**src/rtl/aurora_arb_pkg.sv**
```systemverilog
// aurora_arb_pkg: arbiter state encoding, default header magic and header word layout
package aurora_arb_pkg;
  typedef enum logic [1:0] {IDLE, HEADER, DATA} arb_state_t;
  localparam logic [15:0] HDR_MAGIC_DEFAULT = 16'hCE11;
  localparam int HDR_MAGIC_LSB = 16;
  localparam int HDR_MAGIC_W = 16;
  localparam int HDR_PORT_LSB = 0;
  localparam int HDR_PORT_W = 3;
  function automatic logic [31:0] hdr_word(input logic [HDR_MAGIC_W-1:0] magic, input logic [HDR_PORT_W-1:0] port);
    hdr_word = '0;
    hdr_word[HDR_MAGIC_LSB +: HDR_MAGIC_W] = magic;
    hdr_word[HDR_PORT_LSB +: HDR_PORT_W] = port;
  endfunction
endpackage

```
**src/rtl/rr_priority_pick.sv**
```systemverilog
// rr_priority_pick: first requester found searching upward from lastGrant+1, wrapping modulo N
module rr_priority_pick #(
  parameter int N = 4,
  parameter int W = $clog2(N)
) (
  input  logic [N-1:0] req,
  input  logic [W-1:0] lastGrant,
  output logic         anyReq,
  output logic [W-1:0] pick
);
  logic [W-1:0] idx;
  always_comb begin
    anyReq = |req;
    pick = '0;
    idx = '0;
    // walk from the farthest offset down so the nearest requester is written last
    for (int k = N; k >= 1; k--) begin
      idx = W'((int'(lastGrant) + k) % N);
      pick = req[idx] ? idx : pick;
    end
  end
endmodule

```
**src/rtl/aurora_tx_arbiter.sv**
```systemverilog
// aurora_tx_arbiter: packet-granular round-robin mux of AXI-stream requesters onto the Aurora TX stream.
// Define AURORA_TX_ARB_HEADER_EN to prefix each packet with a {magic, port} header word.
module aurora_tx_arbiter
  import aurora_arb_pkg::*;
#(
  parameter int          NUM_PORTS    = 4,
  parameter logic [15:0] HEADER_MAGIC = HDR_MAGIC_DEFAULT
) (
  input  logic                         auUserClk,
  input  logic                         auUserReset,
  input  logic                         linkUp,
  input  logic [NUM_PORTS*32-1:0]      sTdata,
  input  logic [NUM_PORTS-1:0]         sTvalid,
  input  logic [NUM_PORTS-1:0]         sTlast,
  output logic [NUM_PORTS-1:0]         sTready,
  output logic [31:0]                  mTdata,
  output logic                         mTvalid,
  output logic                         mTlast,
  input  logic                         mTready,
  output logic                         grantValid,
  output logic [$clog2(NUM_PORTS)-1:0] grantPort,
  output logic [31:0]                  pktCount
);
  localparam int W = $clog2(NUM_PORTS);
  arb_state_t state;
  logic [W-1:0] last_grant, pick;
  logic any_req, in_data;
  logic [31:0] sel_data;
  rr_priority_pick #(.N(NUM_PORTS)) u_pick (
    .req(sTvalid),
    .lastGrant(last_grant),
    .anyReq(any_req),
    .pick(pick)
  );
  always_ff @(posedge auUserClk or posedge auUserReset) begin
    if (auUserReset) begin
      state <= IDLE;
      last_grant <= W'(NUM_PORTS - 1);
      pktCount <= '0;
      grantValid <= 1'b0;
      grantPort <= '0;
    end else begin
      case (state)
        IDLE: if (linkUp && any_req) begin
          grantPort <= pick;
          grantValid <= 1'b1;
`ifdef AURORA_TX_ARB_HEADER_EN
          state <= HEADER;
`else
          state <= DATA;
`endif
        end
`ifdef AURORA_TX_ARB_HEADER_EN
        HEADER: if (mTready) state <= DATA;
`endif
        DATA: if (mTvalid && mTready && mTlast) begin
          pktCount <= pktCount + 32'd1;
          last_grant <= grantPort;
          grantValid <= 1'b0;
          state <= IDLE;
        end
        default: state <= IDLE;
      endcase
    end
  end
  // the data path is a pure combinational mux so DATA adds no latency
  always_comb begin
    in_data = state == DATA;
    sel_data = sTdata[32*grantPort +: 32];
    mTlast = in_data && sTlast[grantPort];
    sTready = (in_data && mTready) ? NUM_PORTS'(1) << grantPort : '0;
`ifdef AURORA_TX_ARB_HEADER_EN
    mTvalid = (state == HEADER) || (in_data && sTvalid[grantPort]);
    mTdata = (state == HEADER) ? hdr_word(HEADER_MAGIC, 3'(grantPort)) : in_data ? sel_data : '0;
`else
    mTvalid = in_data && sTvalid[grantPort];
    mTdata = in_data ? sel_data : '0;
`endif
  end
endmodule

```
**config.mk**
```make
export PLATFORM = sky130hd
export DESIGN_NAME = aurora_tx_arbiter
export DESIGN_NICKNAME = d
export VERILOG_FILES = /design/src/rtl/aurora_arb_pkg.sv /design/src/rtl/rr_priority_pick.sv /design/src/rtl/aurora_tx_arbiter.sv
export SDC_FILE = /design/constraint.sdc
export NUM_CORES = 1
export LEC_CHECK = 0
export ABC_AREA = 1
export BUFFER_PORTS_ARGS = -buffer_cell sky130_fd_sc_hd__buf_4
export CORE_ASPECT_RATIO = 1.25
export CORE_MARGIN = 2
export CORE_UTILIZATION = 46
export CTS_BUF_LIST = sky130_fd_sc_hd__clkbuf_2 sky130_fd_sc_hd__clkbuf_4 sky130_fd_sc_hd__clkbuf_8
export DETAILED_ROUTE_END_ITERATION = 8
export PLACE_DENSITY = 0.84
export SLEW_MARGIN = 20
export SYNTH_ARGS = -nofsm -noshare
export SYNTH_HDL_FRONTEND = slang
export SYNTH_SLANG_ARGS = --single-unit
export TNS_END_PERCENT = 5
```
**constraint.sdc**
```tcl
create_clock -name auUserClk -period 1.7 [get_ports auUserClk]
set_input_delay 0.17 -clock auUserClk [delete_from_list [all_inputs] [get_ports auUserClk]]
set_output_delay 0.17 -clock auUserClk [all_outputs]
set_load 0.02 [all_outputs]
```
==> flow_summary.yaml <==
global_routing:
  grt_max_degree: 38
  overflow: 0
  track_usage_pct: 35.8
  grt_pass1_vias: 5120
  antenna_found_initial: 0
  grt_pass1_wl_um: 24800
sta:
  tightest_slew_ns: 0.477
  slew_headroom_pct: 68.2
  setup_viol: 46
  skew_ns: 0.0102
  rsz0062_at_grt: "true"
  min_period_ns: 1.87
  hold_viol: 0
  finalCritPeriodShare_pct: 110
  layout_setup_ws_ns: -0.171
  slew_viol_final: 0
  fmax_ghz: 0.534
setup_path:
  path_delay_family: "buffers and inverters"
  worstPathRequired_ns: 1.53
  startpoint_type: "flop"
  path_class: "flop to primary output"
  max_stage_delay_ns: 0.41
  crit_chain: "buf_12 -> buf_12 -> buf_16 -> nand3_1 -> a41oi_2 -> buf_4"
  endpoint_kind: "primary output"
  cpMaxStageDelayCell: "dfrtp_2"
  crit_top_cell: "buf_12"
  critPathBufInv: 4
  cp.arrival_ns: 1.70
  crit_path_max_fanout: 15
synth:
  synth_top_area_share_pct: 25.2
  ys_seq_area_share_pct: 25.5
  syn_nets: 749
  ys_warn_count: 0
  synth_seq_cells: 37
  avgSynthCellArea_um2: 5.98
  syn-cell-area_um2: 3630
  ys_top_cells_by_area: "nand2_1 (25%), dfrtp_1 (24%), nand3_1 (15%), a41oi_1 (7.7%), nor2_1 (6.2%)"
  synth_cells: 608
  synth_area_leader_cell: "nand2_1"
  synthDistinctLibCells: 29
  synth_edf_count: 0
  synthFlopType: "dfrtp_1"
  async_reset_ff_share_pct: 100
route:
  vias: 5478
  wl_per_cell_um: 18.3
  wl_um: 17000
  drc: 0
  routed_via_density: 5.90
  ant_nets: 0
  drtPass1Iterations: 6
  drt_iter0_drc: 476
cells_and_area:
  antenna_cells: 0
  final_nets: 973
  post-route-util_pct: 80.3
  final_layout_size_suffix_gt1_share_pct: 38.5
  syn_to_final_growth_pct: 71.2
clock_network:
  max-clock-path-buffers: 2
  cts_sinks: 37
  cts_tree: "done"
  clk_pin_slew_worst_paths_ns: 0.08
  clk_latency_ns: 0.30
  cts_made_buffers: 5
  cts-htree-levels: 2
  root_buffer: "clkbuf_8"
die:
  die_w_um: 83.5
  rows: 36
  start_util_pct: 46.9
  die-height_um: 103
  coreArea_um2: 7750
  dieArea_um2: 8630
  pin_count: 213
power_and_ir_drop:
  power_frac_seq_pct: 14.0
  p_leak_nw: 2.92
  p_int_mw: 4.66
  power_switching_mw: 4.55
  vdd_ir_drop_max_mv: 1.16
  powerDensity_nw_per_um2: 1480
  pwr-share-clk_pct: 8.9
  p_sw_share_pct: 49.4
  pwr-share-comb_pct: 77.1
min_path:
  hold_path_class: "input port to flop"
outcome:
  outcome: "finished with violations"
  failed_checks: "negative setup slack"
placement:
  dp_hpwl_um: 11200
  gp_congestion: 1.05
  port_buffers: 212
  dp_slack_ns: 0.0919
run:
  maxCapViolCount: 0
[per-stage QoR]
step / cells / hold WS [ns] / setup TNS, ns / total power, mW / instance area [um2]
after floorplan: 608 / 0.348 / -1.86 / 4.54 / 3640
after global placement: 902 / 0.309 / 0 / 6.64 / 5430
after detailed placement: 902 / 0.314 / 0 / 6.74 / 5430
after CTS: 927 / 0.266 / -3.24 / 8.70 / 6070
after global routing: 928 / 0.327 / -7.61 / 9.64 / 6220
final: 928 / 0.279 / -3.47 / 9.21 / 6220
[cell usage after synthesis, types with 3 or more instances]
cell        n
a21oi_1     3
o21ai_0    14
nand3b_1   11
nor2_1     60
xnor2_1     5
o21ai_1     4
buf_1       3
inv_1      30
dfrtp_1    35
nand2_1   244
buf_2      14
xor2_1     10
clkbuf_1   13
a41oi_1    32
buf_6       6
nand3_1   108
[flip-flops by register name, indices dropped and copies added, names as in the netlist]
name and cells:
pktCount 32, grantValid 1, last_grant 2, grantPort 2
[metal layers]
layer,track usage (%),up-vias,part of all wire (%)
met4,18.1,0,6.0
met5,0,-,0
met3,6.03,106,9.9
met2,64.6,385,49
met1,41.5,2525,35
li1,-,2462,-
[cells by family after synthesis]
group	after synthesis	synth area share, %
and+or+nand+nor	432	50.7
buffers and inverters	68	8.81
AOI/OAI and AO/OA	55	11.0
DFF	37	25.5
xor gates and xnor gates	15	3.61
adders and majority gates	1	0.344
[final timing paths]
| check | start | endpoint | slack (ns) | depth (start not counted) |
|---|---|---|---|---|
| worst max-delay path | grantPort[0] | mTdata[8] | -0.17 | 6 |
| worst min-delay path | linkUp | grantValid | 0.28 | 5 |
| worst max register to register | grantPort[0] | pktCount[26] | -0.10 | 11 |
| worst min register to register | pktCount[31] | pktCount[31] | 0.54 | 2 |
| max in group asynchronous | auUserReset | grantPort[1] | 0.79 | 4 |
| min in group asynchronous | auUserReset | pktCount[6] | 0.53 | 4 |
[worst register-to-register path: cells and delay by family (launching register included)]
| family | cells | cell delay, ns |
|---|---|---|
| buffers and inverters | 4 | 0.58 |
| flip-flops | 1 | 0.44 |
| AND/OR/NAND/NOR | 5 | 0.50 |
| AO/OA/AOI/OAI | 2 | 0.18 |
[cell usage in the layout, fill, tap and decap left out, drive strengths merged, types with 2 or more instances in the layout]
cell type / Yosys / layout
a21oi: 4 / 4
a41oi: 32 / 32
buf: 23 / 251
clkbuf: 13 / 8
dfrtp: 35 / 35
dfstp: 2 / 2
inv: 31 / 31
nand2: 246 / 246
nand3: 109 / 109
nand3b: 11 / 11
nor2: 64 / 64
o21ai: 18 / 18
xnor2: 5 / 5
xor2: 10 / 10
[what timing repair did]
item | in CTS | in global routing
cloned | 6 | 1
buffers inserted | 11 | 2
hold buffers | 1 | 0
pin swaps | 3 | 8
hold endpoints to repair | 29 | 0
setup endpoints to repair | 34 | 71
resized for setup | 50 | 37
[cell type report]
type	count	area, um2
clock buffer	7	90.1
tap	95	119
fill	513	1520
timing repair buffer	253	2210
sequential	37	931
clock inverter	1	30.0
inverter	32	128
multi-input combinational	503	2710
[power by group through the flow]
stage	Clock [mW]	Sequential, mW	Combinational (mW)
finish	0.821	1.29	7.10
global route	0.857	1.31	7.47
CTS	0.828	1.26	6.61
detailed placement	0	1.28	5.46
global placement	0	1.27	5.37
floorplan	0	1.34	3.20
(Power assumes the default switching activity.)
